File: src/rtl/ahb_pkg.sv
// Shared AHB frontend definitions: transfer types, frontend FSM states,
// register indices, error codes and the registered address-phase payload.
package ahb_pkg;

    localparam int unsigned HTRANS_W   = 2;
    localparam int unsigned HSIZE_W    = 3;
    localparam int unsigned DATA_W     = 8;
    localparam int unsigned REG_IDX_W  = 2;
    localparam int unsigned ERR_W      = 2;
    localparam int unsigned SIZE_REG_W = 5;

    typedef enum logic [HTRANS_W-1:0] {
        HTRANS_IDLE   = 2'd0,
        HTRANS_BUSY   = 2'd1,
        HTRANS_NONSEQ = 2'd2,
        HTRANS_SEQ    = 2'd3
    } htrans_e;

    typedef enum logic [1:0] {
        FE_IDLE = 2'd0,
        FE_DATA = 2'd1,
        FE_ERR1 = 2'd2,
        FE_ERR2 = 2'd3
    } fe_state_e;

    localparam logic [REG_IDX_W-1:0] REG_STATUS    = 2'd0;
    localparam logic [REG_IDX_W-1:0] REG_PAYLOAD_0 = 2'd1;
    localparam logic [REG_IDX_W-1:0] REG_PAYLOAD_1 = 2'd2;
    localparam logic [REG_IDX_W-1:0] REG_DATA_SIZE = 2'd3;

    localparam logic [ERR_W-1:0] ERR_NONE = 2'b00;
    localparam logic [ERR_W-1:0] ERR_ADDR = 2'b01;
    localparam logic [ERR_W-1:0] ERR_SIZE = 2'b10;
    localparam logic [ERR_W-1:0] ERR_RO   = 2'b11;

    // Address-phase information carried into the data phase
    typedef struct packed {
        logic [REG_IDX_W-1:0] idx;
        logic                 write;
    } addr_phase_t;

    // Prioritised error classification of an accepted transfer
    function automatic logic [ERR_W-1:0] classify_err(
        input logic                 addr_hi_nz,
        input logic [HSIZE_W-1:0]   size,
        input logic                 write,
        input logic [REG_IDX_W-1:0] idx
    );
        if (addr_hi_nz)                       return ERR_ADDR;
        else if (size != '0)                  return ERR_SIZE;
        else if (write && idx == REG_STATUS)  return ERR_RO;
        else                                  return ERR_NONE;
    endfunction

endpackage

File: src/rtl/ahb_reg_bank.sv
// Register bank: one write port and the three writable registers.
//   hclk, hreset_n : clock, async active-low reset
//   we, widx, wdata: write strobe, register index, write data
//   payload_0/1    : 8-bit payload registers
//   data_size      : 5-bit size register (low bits of write data)
module ahb_reg_bank
    import ahb_pkg::*;
(
    input  logic                  hclk,
    input  logic                  hreset_n,
    input  logic                  we,
    input  logic [REG_IDX_W-1:0]  widx,
    input  logic [DATA_W-1:0]     wdata,
    output logic [DATA_W-1:0]     payload_0,
    output logic [DATA_W-1:0]     payload_1,
    output logic [SIZE_REG_W-1:0] data_size
);

    // Status index is read-only and falls through to no write
    always_ff @(posedge hclk or negedge hreset_n) begin
        if (!hreset_n) begin
            payload_0 <= '0;
            payload_1 <= '0;
            data_size <= '0;
        end else if (we) begin
            case (widx)
                REG_PAYLOAD_0: payload_0 <= wdata;
                REG_PAYLOAD_1: payload_1 <= wdata;
                REG_DATA_SIZE: data_size <= wdata[SIZE_REG_W-1:0];
                default:       ;
            endcase
        end
    end

endmodule

File: src/rtl/ahb_slave_frontend.sv
// AHB slave frontend: accepts transfers, classifies errors, runs the
// two-cycle ERROR response and commits clean writes to the register bank.
//   hclk, hreset_n        : clock, async active-low reset
//   hsel_x, haddr, htrans,
//   hwrite, hsize, hready : address-phase inputs
//   hwdata                : data-phase write data
//   read_select           : register index of the current data phase
//   err_status            : sticky last error code
//   payload_0/1, data_size: register bank contents
//   current_hresp         : 1 = ERROR response this data phase
//   hready_fe             : 0 inserts a wait state
module ahb_slave_frontend
    import ahb_pkg::*;
#(
    parameter int unsigned ADDR_W = 8
) (
    input  logic                  hclk,
    input  logic                  hreset_n,
    input  logic                  hsel_x,
    input  logic [ADDR_W-1:0]     haddr,
    input  logic [HTRANS_W-1:0]   htrans,
    input  logic                  hwrite,
    input  logic [HSIZE_W-1:0]    hsize,
    input  logic [DATA_W-1:0]     hwdata,
    input  logic                  hready,
    output logic [REG_IDX_W-1:0]  read_select,
    output logic [ERR_W-1:0]      err_status,
    output logic [DATA_W-1:0]     payload_0,
    output logic [DATA_W-1:0]     payload_1,
    output logic [SIZE_REG_W-1:0] data_size,
    output logic                  current_hresp,
    output logic                  hready_fe
);

    if (ADDR_W < 3) begin : g_addr_w_check
        $error("ahb_slave_frontend: ADDR_W must be at least 3");
    end

    fe_state_e   state;
    addr_phase_t phase_q;

    htrans_e          trans_c;
    logic             accept_c;
    logic [ERR_W-1:0] err_c;
    logic             bank_we_c;
    logic             status_read_done_c;

    // ERR1 is excluded explicitly so a misbehaving bus hready cannot sneak in
    assign trans_c  = htrans_e'(htrans);
    assign accept_c = hsel_x && hready && (state != FE_ERR1)
                      && (trans_c == HTRANS_NONSEQ || trans_c == HTRANS_SEQ);
    assign err_c    = classify_err(haddr[ADDR_W-1:2] != '0, hsize, hwrite,
                                   haddr[REG_IDX_W-1:0]);

    // DATA is only ever entered by a clean accept, so its end commits the write
    assign bank_we_c          = (state == FE_DATA) && phase_q.write;
    assign status_read_done_c = (state == FE_DATA) && !phase_q.write
                                && (phase_q.idx == REG_STATUS);

    assign read_select = phase_q.idx;

    // Frontend FSM with registered response outputs
    always_ff @(posedge hclk or negedge hreset_n) begin
        if (!hreset_n) begin
            state         <= FE_IDLE;
            current_hresp <= 1'b0;
            hready_fe     <= 1'b1;
        end else begin
            case (state)
                FE_ERR1: begin
                    state         <= FE_ERR2;
                    current_hresp <= 1'b1;
                    hready_fe     <= 1'b1;
                end
                default: begin
                    if (accept_c && err_c != ERR_NONE) begin
                        state         <= FE_ERR1;
                        current_hresp <= 1'b1;
                        hready_fe     <= 1'b0;
                    end else if (accept_c) begin
                        state         <= FE_DATA;
                        current_hresp <= 1'b0;
                        hready_fe     <= 1'b1;
                    end else begin
                        state         <= FE_IDLE;
                        current_hresp <= 1'b0;
                        hready_fe     <= 1'b1;
                    end
                end
            endcase
        end
    end

    // Address-phase capture and sticky error status (new error beats clear)
    always_ff @(posedge hclk or negedge hreset_n) begin
        if (!hreset_n) begin
            phase_q    <= '0;
            err_status <= ERR_NONE;
        end else begin
            if (accept_c) begin
                phase_q.idx   <= haddr[REG_IDX_W-1:0];
                phase_q.write <= hwrite;
            end
            if (accept_c && err_c != ERR_NONE) begin
                err_status <= err_c;
            end else if (status_read_done_c) begin
                err_status <= ERR_NONE;
            end
        end
    end

    ahb_reg_bank u_reg_bank (
        .hclk      (hclk),
        .hreset_n  (hreset_n),
        .we        (bank_we_c),
        .widx      (phase_q.idx),
        .wdata     (hwdata),
        .payload_0 (payload_0),
        .payload_1 (payload_1),
        .data_size (data_size)
    );

endmodule

File: config.mk
export PLATFORM = sky130hd
export DESIGN_NAME = ahb_slave_frontend
export DESIGN_NICKNAME = d
export VERILOG_FILES = /design/src/rtl/ahb_pkg.sv /design/src/rtl/ahb_reg_bank.sv /design/src/rtl/ahb_slave_frontend.sv
export SDC_FILE = /design/constraint.sdc
export NUM_CORES = 1
export LEC_CHECK = 0
export ABC_AREA = 1
export BUFFER_PORTS_ARGS = -buffer_cell sky130_fd_sc_hd__buf_2
export CORE_ASPECT_RATIO = 1.2
export CORE_MARGIN = 3
export CORE_UTILIZATION = 45
export CTS_CLUSTER_DIAMETER = 40
export DETAILED_ROUTE_END_ITERATION = 7
export GPL_TIMING_DRIVEN = 0
export PLACE_DENSITY_LB_ADDON = 0.25
export SETUP_SLACK_MARGIN = 0.02
export SLEW_MARGIN = 20
export SYNTH_ARGS = -nofsm -noshare
export SYNTH_HDL_FRONTEND = slang
export SYNTH_HIERARCHICAL = 1
export SYNTH_SLANG_ARGS = --single-unit
File: constraint.sdc
create_clock -name hclk -period 3.3 [get_ports hclk]
set_input_delay 0.495 -clock hclk [delete_from_list [all_inputs] [get_ports hclk]]
set_output_delay 0.495 -clock hclk [all_outputs]
set_load 0.02 [all_outputs]
; ---- Word-level counts from Yosys, hierarchy flattened
; Index checks and enable logic that the tools add are counted.
[word_totals]
in_bits = 26
output_inout_bits = 27
reg_bits = 30
word_cells = 48
[classes]
n_reduce_logical = 19
eq_ne = 8
n_mux = 12
[ops]
columns = op, count
row1 = 2-to-1 mux 2 bit, 7
row2 = equality test 2 bit (second input constant), 5
row3 = logical AND 1 bit, 8
row4 = AND reduction 2 bit, 3
row5 = nonzero test 6 bit, 1
row6 = 2-to-1 mux 1 bit, 5
row7 = equality test 2 x 1 -> 1 bit (second input constant), 2
row8 = zero test 2 bit, 2
row9 = nonzero test 2 bit, 2
row10 = nonzero test 3 bit, 1
row11 = != test 2 bit (second input constant), 1
row12 = zero test 1 bit, 1
row13 = logical OR 1 bit, 1

; ---- Logic depth before layout (Yosys ltp)
; Gate-level depths: netlist (run 1).
[logic_depth]
depth_word = 9
depth_mapped = 8
depth_no_buf = 8

; ---- Modules after synthesis
; The synthesis (run 1) kept the hierarchy.
[modules_own_cells]
columns = module, seq_area_each_um2, area_per_inst_um2, instances, cells_each
row1 = ahb_reg_bank, 525.5, 877.1, 1, 95
row2 = ahb_slave_frontend, 201.4, 437.9, 1, 51

; ---- Least setup slack after synthesis (run 1)
; Ideal clock, no wire load.
[synth_timing]
kind = reg-to-reg
start = register current_hresp (netlist name)
end = register u_reg_bank.payload_0[0]
synth_period_minus_slack_ns = 1.214
t_arrival_ns = 1.148
setup_slack_ns = 2.086
n_path_buf = 1
stages_incl_launch_ff = 6
setup_ns = 0.065
required_ns = 3.235
cell_sequence = dfrtp_1 -> inv_2 -> and3_1 -> buf_2 -> nand4_1 -> nand2_1
[synth_rtl]
columns = item, line_no
row1 = end signal: assignment, ahb_reg_bank.sv:27  ; REG_PAYLOAD_0: payload_0 <= wdata;
row2 = end: declaration, ahb_reg_bank.sv:14  ; output logic [DATA_W-1:0] payload_0,

; ---- Worst setup path in the final report (run 1)
[layout_timing]
start = register phase_q (netlist bit read_select[1])
end = output read_select[1]
[layout_rtl]
columns = item, line_no
row1 = start: declaration, ahb_slave_frontend.sv:40  ; addr_phase_t phase_q;
row2 = end: declaration, ahb_slave_frontend.sv:26  ; output logic [REG_IDX_W-1:0] read_select,
; No word-level cell between the ends.

==> summary.md, run 1 <==
| Metric | Value |
|---|---|
| Status | `finished clean` |
| Detailed-route via count | `roughly 1200` |
| Max_slew headroom | `58.3%` |
| Clk buf depth | `2` |
| Commonest non-fill, non-tap cell in the layout | `buf_2` |
| Worst-path clk slew | `roughly 0.080 ns` |
| Crit path DAT | `just over 1 ns` |
| I/O pin count | `53` |
| Clock Skew | `about 0.0033 ns` |
| RSZ-0062 raised after global routing | `false` |
| Worst Tran Pin Value | `approximately 0.63 ns` |
| Die X | `between 50 and 60 um` |
| FP Rows | `20` |
| Total of max-cap violations | `0` |
| First-pass DRT Iterations | `4` |
| Starting Density | `between 40 and 50%` |
| Final-report setup violation count | `0` |
| CTS tree | `built` |
| Routed wire length | `between 2 and 3 mm` |
| Synthesized cell area | `around 0.0013 mm2` |
| Nets | `230` |
| CTS H-tree lvls | `2` |
| Worst-path fanout max | `4` |
| Tightest Hold Check Type | `input port to async pin` |
| Static Leakage | `about 0.87 nW` |
| Syn_area_per_cell | `around 9.0 um2` |
| Root buf cell | `clkbuf_4` |
| Detailed placement HPWL | `between 2 and 2.5 mm` |
| Worst path cell trace | `buf_4 > buf_2` |
| GP Congestion | `roughly 0.8` |
| Clock latency at the later pin of the worst-skew pair | `~0.32 ns` |
| Req. time, crit path | `~2.8 ns` |
| Drt initial violations | `36` |
| Max VDD drop | `0.453 mV` |
| Post-synthesis sequential area ratio | `between 50% and 60%` |
| Clock Sinks | `29` |
| Ranking of synthesized cells by area | `dfrtp_1, nand2_1, nand4_1, buf_2, nand3_2` |
| Area growth syn-to-layout | `26.7%` |
| Drt drc | `0` |
| IO buf count | `51` |
| Largest net degree at the start of global routing | `30` |
| Commonest non-fill, non-tap cells in the layout | `buf_2, nand2_1, dfrtp_1, nand4_1` |
| Antenna violations before repair | `0` |
| Crit path kind | `flip-flop to output pin` |
| Vias in the first global route | `1215` |
| Fin crit share | `46.0%` |
| Post-cts hold buffer count | `0` |
| ANT nets after route | `0` |
| Die area | `0.00361 mm2` |
| CTS Buf Count | `5` |
| Synth Warn # | `6` |
| CP endpoint kind | `output pin` |
| Crit path time final | `about 1.5 ns` |
| Area of the core | `between 0.002 and 0.003 mm2` |
| Worst path max stage delay | `between 0.4 and 0.5 ns` |
| Die Y | `65.2 um` |
| Worst path slowest cell | `dfrtp_1` |
| Via density | `slightly above 5` |
| Share of the synthesized area in the top cell type | `53.3%` |
| Max-slew violations | `0` |
| Synth Register Bits | `29` |
| Drt wl/cell | `12.2 um` |
| Final hold vios | `0` |
| Antenna cells | `0` |
| Fmax | `about 0.66 GHz` |
| Resized Gates After CTS | `0` |
| Count of cell types in the netlist | `21` |
| Cell taking the most area after synthesis | `dfrtp_1` |
| First-pass GRT wire length | `between 5 and 6 mm` |
| Worst reg-to-reg setup slack | `around 2 ns` |
| Setup TNS | `0 ns` |
| Cell Pwr Density | `a little under 900 mW/mm2` |
| Post-CTS Setup Inserts | `0` |
| GRT Util Overall | `approximately 19%` |
| Worst setup SP type | `flip-flop` |
| Syn Inst Count | `146` |
| Final Hold Slack | `about 0.18 ns` |
| GR Overflow Total | `0` |
| Post-Syn Nets | `between 150 and 200` |
| Share of layout cells above drive strength 1 | `between 40% and 50%` |
layer usage:
metal / part of all wire (%) / global-route usage, % / up-vias
li1: - / - / 604
met1: 38 / 20.0 / 544
met2: 50 / 31.5 / 55
met3: 9.9 / 6.09 / 7
met4: 2.1 / 11.2 / 0
met5: 0 / 0 / -
sequential cells by signal, indices dropped and copies added (netlist names):
register              flops
u_reg_bank/payload_0      8
u_reg_bank/payload_1      8
u_reg_bank/data_size      5
current_hresp             1
err_status                2
state                     1
phase_q                   1
read_select               2
hready_fe                 1
cells in the mapped netlist (all sizes together):
cell type  number
or2             1
dfrtp          28
buf             8
dfstp           1
nand3           8
nor3            1
o211ai          1
and3            1
nand2          59
o21ai           2
inv             7
nand4          21
nor2            8
final timing paths:
kind | cells past startpoint | endpoint | start
setup reg to reg | 5 | u_reg_bank/payload_0[2] | current_hresp
setup / recovery | 2 | read_select[1] | read_select[1]
min in group hclk | 3 | phase_q[0] | hwrite
hold / removal | 1 | u_reg_bank/payload_1[1] | hreset_n
hold reg to reg | 2 | u_reg_bank/payload_0[7] | u_reg_bank/payload_0[7]
max in group asynchronous | 1 | u_reg_bank/data_size[3] | hreset_n
per-stage QoR:
stage               total power [mW]  setup slack [ns]  area [um2]  utilization [%]  cells
floorplan                       1.05              2.09        1320                -    146
global placement                1.26              2.00        1610             60.8    230
detailed placement              1.28              1.97        1610             60.8    230
CTS                             1.49              1.76        1670             62.8    237
global route                    1.60              1.73        1670             62.8    237
finish                          1.47              1.78        1670             62.8    237
logic make-up after synthesis:
kind of cell / after synthesis / share of synthesized area [%]
DFF: 29 / 55.3
and+or+nand+nor: 99 / 38.0
AOI/OAI and AO/OA: 3 / 1.33
buffers and inverters: 15 / 5.42
cell type report:
cell class / instances / area [um2]
Timing Repair Buffer: 51 / 255
Multi-Input combinational cell: 102 / 517
Fill cell: 266 / 986
Buffer: 8 / 45.0
Sequential cell: 29 / 727
Inverter: 7 / 26.3
Tap cell: 33 / 41.3
Clock buffer: 7 / 55.1
power breakdown:
group	internal (mW)	switching [mW]
registers	0.509	0.0787
clock network	0.100	0.112
logic	0.221	0.454
total	0.831	0.644
critical path, delay by kind of cell, from the launching register on:
| family | cells | cell delay [ns] |
|---|---|---|
| buf+inv | 2 | 0.29 |
| flops | 1 | 0.42 |
Power figures use the tool's default switching activity.
==> inputs of run 2 (changes only) <==
ABC_AREA = 0   (was 1)
clock period = 1.5 ns   (was 3.3 ns; I/O delays follow)
==> run 2 against run 1 <==
  * Via count down 25%
  * Combinational power up 120%
  * Area after synthesis down 9.3%
  * Clock-buffer cell count unchanged
  * Synthesized cell count down 45%
  * Core utilization up 4.4 points
  * Worst hold slack worse by 0.036 ns
  * Global-route usage down 3.3 points
  * Clock skew up 0.0023 ns
  * Die area down 8.4%
  * Largest power group unchanged
  * Highest routed layer unchanged
==> summary.md, run 2 <==
| Metric | Value |
|---|---|
| Post-Syn Nets | `107 (-38%)` |
| Worst Hold Launch | `hwdata[5]` |
| Starting Density | `49.7% (+0.086 points)` |
| Commonest non-fill, non-tap cell in the layout | `buf_2` |
| Area growth syn-to-layout | `35.4%` |
| Total of max-cap violations | `0 (unchanged)` |
| Synth Warn # | `6 (unchanged)` |
| Crit path time final | `around 1.4 ns` |
| Drt initial violations | `14 (-61%)` |
| Worst Tran Pin Value | `0.608 ns (-0.0177 ns)` |
| Non-filler cells, final | `173 (-27%)` |
| Max-slew violations | `0 (unchanged)` |
| Clock latency at the later pin of the worst-skew pair | `0.32 ns (about the same)` |
| Die X | `53.0 um (-4.3%)` |
| IO buf count | `51 (unchanged)` |
| Area of the core | `0.00240 mm2 (-9.5%)` |
| Hold depth | `2` |
| Share of the synthesized area in the top cell type | `58.8% (+5.5 points)` |
| Drt wl/cell | `13.2 um (+7.6%)` |
| Ranking of synthesized cells by area | `dfrtp_1, mux2_2, dfstp_2, nand3b_2, buf_4` |
| First-pass DRT Iterations | `3 (-1)` |
| Hold endpoint | `u_reg_bank/payload_1[5]` |
| Via density | `5.23 (+2.3%)` |
| Final hold vios | `0 (unchanged)` |
| Cell Pwr Density | `2130 mW/mm2 (+140%)` |
| Worst setup SP type | `flip-flop` |
| Detailed-route via count | `904 (-25%)` |
| Die area | `0.00331 mm2 (-8.4%)` |
| Drt drc | `0 (unchanged)` |
| FF-to-FF End | `u_reg_bank/data_size[2]` |
| Reg area | `729 um2 (+0.34%)` |
| Fin crit share | `between 90 and 100%` |
| Final Util | `67.2% (+4.4 points)` |
| ANT nets after route | `0 (unchanged)` |
| Synthesized cell area | `0.00119 mm2 (-9.3%)` |
| Post-synthesis sequential area ratio | `61.0% (+5.7 points)` |
| Nets | `167 (-27%)` |
| CTS H-tree lvls | `2 (unchanged)` |
| Fillers | `188 (-29%)` |
| Count of cell types in the netlist | `25 (+19%)` |
| Static Leakage | `0.791 nW (-9.1%)` |
| Routed wire length | `2.28 mm (-21%)` |
| Crit path kind | `flip-flop to flip-flop` |
| Req. time, crit path | `1.71 ns (-1.09 ns)` |
| Max VDD drop | `1.32 mV (+190%)` |
| Cell taking the most area after synthesis | `dfrtp_1` |
| CP endpoint kind | `flip-flop` |
| Most frequent cell after synthesis | `dfrtp_1` |
| Root buf cell | `clkbuf_4` |
| Synth Register Bits | `29 (unchanged)` |
| Syn Inst Count | `81 (-45%)` |
| GP Congestion | `0.670 (-18%)` |
| Die Y | `62.4 um (-4.3%)` |
| Async S/R FF share, synth | `100% (unchanged)` |
| FP Rows | `19 (-5.0%)` |
| Fin area | `0.00161 mm2 (-3.2%)` |
| Synth top cells by count | `dfrtp_1, mux2_2` |
| I/O pin count | `53 (unchanged)` |
| Biggest regs | `u_reg_bank/payload_0: 8 flops, u_reg_bank/payload_1: 8 flops, u_reg_bank/data_size: 5 flops` |
| Antenna cells | `0 (unchanged)` |
| Commonest non-fill, non-tap cells in the layout | `buf_2, dfrtp_1, mux2_2, clkbuf_4, buf_4` |
| Clock Sinks | `29 (unchanged)` |
| Worst-path clk slew | `0.08 ns (about the same)` |
| Worst reg-to-reg setup slack | `0.11 ns (-1.90 ns)` |
| Status | `finished clean` |
| Max_slew headroom | `59.5% (+1.2 points)` |
| Crit path DAT | `1.59 ns (+0.57 ns)` |
| Top FF cell, synth | `dfrtp_1` |
| Clk buf depth | `2 (unchanged)` |
| R2r worst-path depth | `4 (-1)` |
| Syn_area_per_cell | `14.7 um2 (+63%)` |
| Setup ws final | `0.112 ns (-1.67 ns)` |
| Final Power | `3.45 mW (+130%)` |
| Largest net degree at the start of global routing | `30 (unchanged)` |
| RSZ-0062 raised after global routing | `false` |
| Footprint of the multi-input gates | `480 um2 (-7.0%)` |
| CTS Buf Count | `5 (unchanged)` |
| Reg2reg start | `current_hresp` |
| Fmax | `between 0.7 and 0.8 GHz` |
| Post-synth EDFFs | `0 (unchanged)` |
| Clock Skew | `0.00563 ns (+0.00232 ns)` |
| GRT Util Overall | `15.3% (-3.3 points)` |
| Placed cell count | `163 (-29%)` |
| Antenna violations before repair | `0 (unchanged)` |
| Final-report setup violation count | `0 (unchanged)` |
| Worst-path fanout max | `5 (+1)` |
| Post-DP Area | `0.00149 mm2 (-7.6%)` |
| CTS tree | `built` |
| GR Overflow Total | `0 (unchanged)` |
| Dpl ws | `-0.0606 ns (-2.03 ns)` |
| Share of layout cells above drive strength 1 | `67.6% (+27 points)` |
| Tightest Hold Check Type | `input port to flip-flop` |
| Vias in the first global route | `865 (-29%)` |
| First-pass GRT wire length | `3.70 mm (-29%)` |
| Detailed placement HPWL | `1.80 mm (-20%)` |
==> run 2: changes by cell type after synthesis, moves of 2 or more <==
| cell | change |
|---|---|
| o21ai_1 | -2 |
| nand2_2 | -2 |
| buf_2 | -6 |
| mux2_2 | +24 |
| nand3b_2 | +2 |
| nand3_1 | -3 |
| nand3_2 | -3 |
| nand4_1 | -20 |
| nand2_1 | -54 |
| nor2_1 | -2 |
| inv_2 | -5 |
| nor2_2 | -2 |
==> run 2: how the worst max path moves through the flow <==
stage             startpoint                       to  slack, ns  depth (start not counted)
6_report       current_hresp  u_reg_bank/data_size[2]       0.11                          4
5_1_grt        current_hresp            err_status[0]       0.04                          3
4_1_cts        current_hresp  u_reg_bank/data_size[2]      -0.07                          4
3_5_place_dp   current_hresp  u_reg_bank/data_size[2]      -0.06                          4
3_3_place_gp   current_hresp  u_reg_bank/payload_1[3]     -0.008                          4
2_1_floorplan  current_hresp            err_status[0]       0.05                          3
==> run 2: repair_timing <==
action	in CTS	in global routing
endpoints found under the hold margin	28	0
cloned	0	0
endpoints found under the setup margin	21	22
resized for setup	0	8
setup buffers	0	1
hold buffers	1	0
==> run 2: metal layers <==
| layer | wire [um] | GRT usage [%] | share of wire, % | up-vias |
|---|---|---|---|---|
| met5 | 0 | 0 | 0 | - |
| met4 | 34 | 5.75 | 1.5 | 0 |
| met3 | 227 | 6.68 | 10 | 4 |
| met2 | 1140 | 25.0 | 50 | 40 |
| met1 | 876 | 17.1 | 38 | 434 |
| li1 | - | - | - | 426 |
==> run 2: critical path: stages, from the launching register on <==
cell	delay, ns
dfrtp_2	0.44
nand2b_4	0.17
nor2_4	0.17
nand3_2	0.18
mux2_2	0.32
==> run 2: logic make-up (layout without fill, tap and decap cells) <==
family	Yosys count	count (layout)	synth area share (%)
flops	29	29	61.0
mux	24	24	22.7
compound gates	8	8	5.88
buf+inv	4	65	1.89
simple gates	16	16	8.61
==> run 2: per-stage QoR <==
stage	setup TNS [ns]	hold WS, ns
final	0	0.147
after global routing	0	0.130
after global placement	-0.0723	0.262
after CTS	-0.800	0.134
after floorplan	0	-0.0706
after detailed placement	-0.572	0.278
==> run 2: power by group <==
group / switching (mW) / internal [mW] / total, mW / leakage (nW)
Clock: 0.249 / 0.271 / 0.520 / 0.0413
Combinational: 0.823 / 0.687 / 1.51 / 0.412
Sequential: 0.245 / 1.17 / 1.42 / 0.338
Total: 1.32 / 2.13 / 3.45 / 0.791
==> run 2: final cells by class <==
| cell class | instances | area share (%) |
|---|---|---|
| multi-input cells | 48 | 29.8 |
| inverters | 2 | 0.465 |
| repair buffers | 53 | 16.9 |
| well taps | 31 | 2.40 |
| flip-flops and latches | 29 | 45.2 |
| clock inverters | 1 | 0.310 |
| plain buffers | 2 | 0.930 |
| clock buffers | 7 | 4.03 |
==> inputs of run 3 (changes only) <==
ABC_AREA = 1   (was 0)
==> run 3 against run 2 <==
  * Global-route usage up 3.3 points
  * Clock skew down 0.0022 ns
  * Non-clock buffer count up 5
  * Die area up 9.2%
  * Wire length up 27%
  * Fmax up 8.6%
  * Via count up 35%
  * Worst hold slack worse by 0.020 ns
  * Combinational power about the same
  * Setup slack better by 0.11 ns
  * Clock power down 10%
==> summary.md, run 3 (synthesis results as in run 1) <==
| Metric | Value |
|---|---|
| Status | `finished clean` |
| Via density | `5.11 (-2.1%)` |
| Req. time, crit path | `1.76 ns (+0.05 ns)` |
| Crit path DAT | `1.54 ns (-0.05 ns)` |
| Drt initial violations | `35 (+21)` |
| Area growth syn-to-layout | `27.5%` |
| Commonest non-fill, non-tap cell in the layout | `buf_2` |
| Commonest non-fill, non-tap cells in the layout | `buf_2, nand2_1, dfrtp_1, nand4_1` |
| Reg2reg start | `current_hresp` |
| Max VDD drop | `0.995 mV (-25%)` |
| Worst setup SP type | `flip-flop` |
| CTS H-tree lvls | `2 (unchanged)` |
| Final-report setup violation count | `0 (unchanged)` |
| Routed wire length | `2.89 mm (+27%)` |
| Worst path cell trace | `inv_2 > and3_1 > buf_2 > nand4_1 > nand2_1` |
| RSZ-0062 raised after global routing | `false` |
| Root buf cell | `clkbuf_4` |
| CP Launch Point | `current_hresp` |
| Worst reg-to-reg setup slack | `0.22 ns (+0.11 ns)` |
| Fmax | `0.782 GHz (+8.6%)` |
| FP Rows | `20 (+1)` |
| R2r worst-path depth | `5 (+1)` |
| Nets | `231 (+38%)` |
| I/O pin count | `53 (unchanged)` |
| First-pass GRT wire length | `5.21 mm (+41%)` |
| Max-slew violations | `0 (unchanged)` |
| Clock latency at the later pin of the worst-skew pair | `0.32 ns (about the same)` |
| Non-filler cells, final | `238 (+38%)` |
| Worst path max stage delay | `0.40 ns (-0.04 ns)` |
| GR Overflow Total | `0 (unchanged)` |
| Cell Pwr Density | `1930 mW/mm2 (-9.4%)` |
| Hold depth | `3 (+1)` |
| Static Leakage | `0.874 nW (+11%)` |
| Fin crit share | `85.2% (-7.3 points)` |
| IO buf count | `51 (unchanged)` |
| Die area | `0.00361 mm2 (+9.2%)` |
| Total of max-cap violations | `0 (unchanged)` |
| Final hold vios | `0 (unchanged)` |
| CTS Buf Count | `5 (unchanged)` |
| Share of layout cells above drive strength 1 | `40.0% (-28 points)` |
| Max_slew headroom | `58.1% (-1.3 points)` |
| Vias in the first global route | `1223 (+41%)` |
| Starting Density | `49.6% (-0.086 points)` |
| Clock Skew | `0.00339 ns (-0.00224 ns)` |
| CP endpoint kind | `flip-flop` |
| Tightest Hold Check Type | `input port to flip-flop` |
| Detailed-route via count | `1217 (+35%)` |
| Clock Sinks | `29 (unchanged)` |
| GRT Util Overall | `18.6% (+3.3 points)` |
| CTS tree | `built` |
| Clk buf depth | `2 (unchanged)` |
| Worst-path fanout max | `10 (+5)` |
| GP Congestion | `0.814 (+22%)` |
| Placed cell count | `230 (+41%)` |
| Biggest regs | `u_reg_bank/payload_0: 8 flops, u_reg_bank/payload_1: 8 flops, u_reg_bank/data_size: 5 flops` |
| ANT nets after route | `0 (unchanged)` |
| Resized Gates After CTS | `0 (unchanged)` |
| First-pass DRT Iterations | `4 (+1)` |
| Drt wl/cell | `12.2 um (-7.6%)` |
| Drt drc | `0 (unchanged)` |
| Antenna violations before repair | `0 (unchanged)` |
| Worst Tran Pin Value | `0.628 ns (+0.0196 ns)` |
| Antenna cells | `0 (unchanged)` |
| Worst path slowest cell | `dfrtp_1` |
| Worst-path clk slew | `0.08 ns (about the same)` |
| Area of the core | `0.00265 mm2 (+10%)` |
| Crit path time final | `1.28 ns (-0.109 ns)` |
| Die X | `55.3 um (+4.4%)` |
| Detailed placement HPWL | `2.26 mm (+26%)` |
| Die Y | `65.2 um (+4.5%)` |
| Crit path kind | `flip-flop to flip-flop` |
| FF-to-FF End | `u_reg_bank/payload_0[2]` |
| Setup TNS | `0 ns (unchanged)` |
| Critical Path End | `u_reg_bank/payload_0[2]` |
| Largest net degree at the start of global routing | `30 (unchanged)` |
[run 3: stage by stage]
stage / worst slack [ns] / instance area [um2] / hold slack (ns) / total power [mW] / utilization (%)
after floorplan: 0.286 / 1320 / -0.0706 / 2.31 / -
after global placement: 0.276 / 1610 / 0.258 / 2.77 / 60.8
after detailed placement: 0.247 / 1610 / 0.283 / 2.81 / 60.8
after CTS: 0.215 / 1680 / 0.112 / 3.29 / 63.2
after global routing: 0.127 / 1680 / 0.122 / 3.52 / 63.2
final: 0.222 / 1680 / 0.127 / 3.24 / 63.2
[run 3: per-layer routing]
metal	vias to the layer above	wire length, um	track usage [%]
li1	606	-	-
met1	548	1110	20.1
met2	56	1440	31.8
met3	7	282	5.89
met4	0	61	11.2
met5	-	0	0
[run 3: worst min path at each step]
stage	start	slack [ns]	end
CTS	hwrite	0.11	phase_q[0]
global placement	hreset_n	0.26	u_reg_bank/payload_0[7]
global route	hwrite	0.12	phase_q[0]
finish	hwrite	0.13	phase_q[0]
detailed placement	hreset_n	0.28	u_reg_bank/payload_0[7]
floorplan	hreset_n	-0.07	current_hresp
[run 3: where the power goes]
part / internal, mW / total [mW] / switching (mW)
clock network: 0.221 / 0.466 / 0.246
logic: 0.489 / 1.49 / 0.997
registers: 1.12 / 1.29 / 0.173
total: 1.83 / 3.24 / 1.41
[run 3: layout make-up]
type	instances	area (um2)
Tap cell	33	41.3
Multi-Input combinational cell	102	517
Timing Repair Buffer	52	265
Inverter	7	26.3
Sequential cell	29	727
Clock buffer	7	55.1
Buffer	8	45.0
Fill cell	265	976
[run 3: timing repair]
item | in CTS | in global routing
endpoints found under the hold margin | 28 | 0
setup buffers | 0 | 0
hold buffers | 1 | 0
[run 3: worst max-delay path, delay by kind of cell (launching register included)]
| family | cells | cell delay, ns |
|---|---|---|
| buffers and inverters | 2 | 0.33 |
| AND/OR/NAND/NOR | 3 | 0.50 |
| flip-flops | 1 | 0.40 |
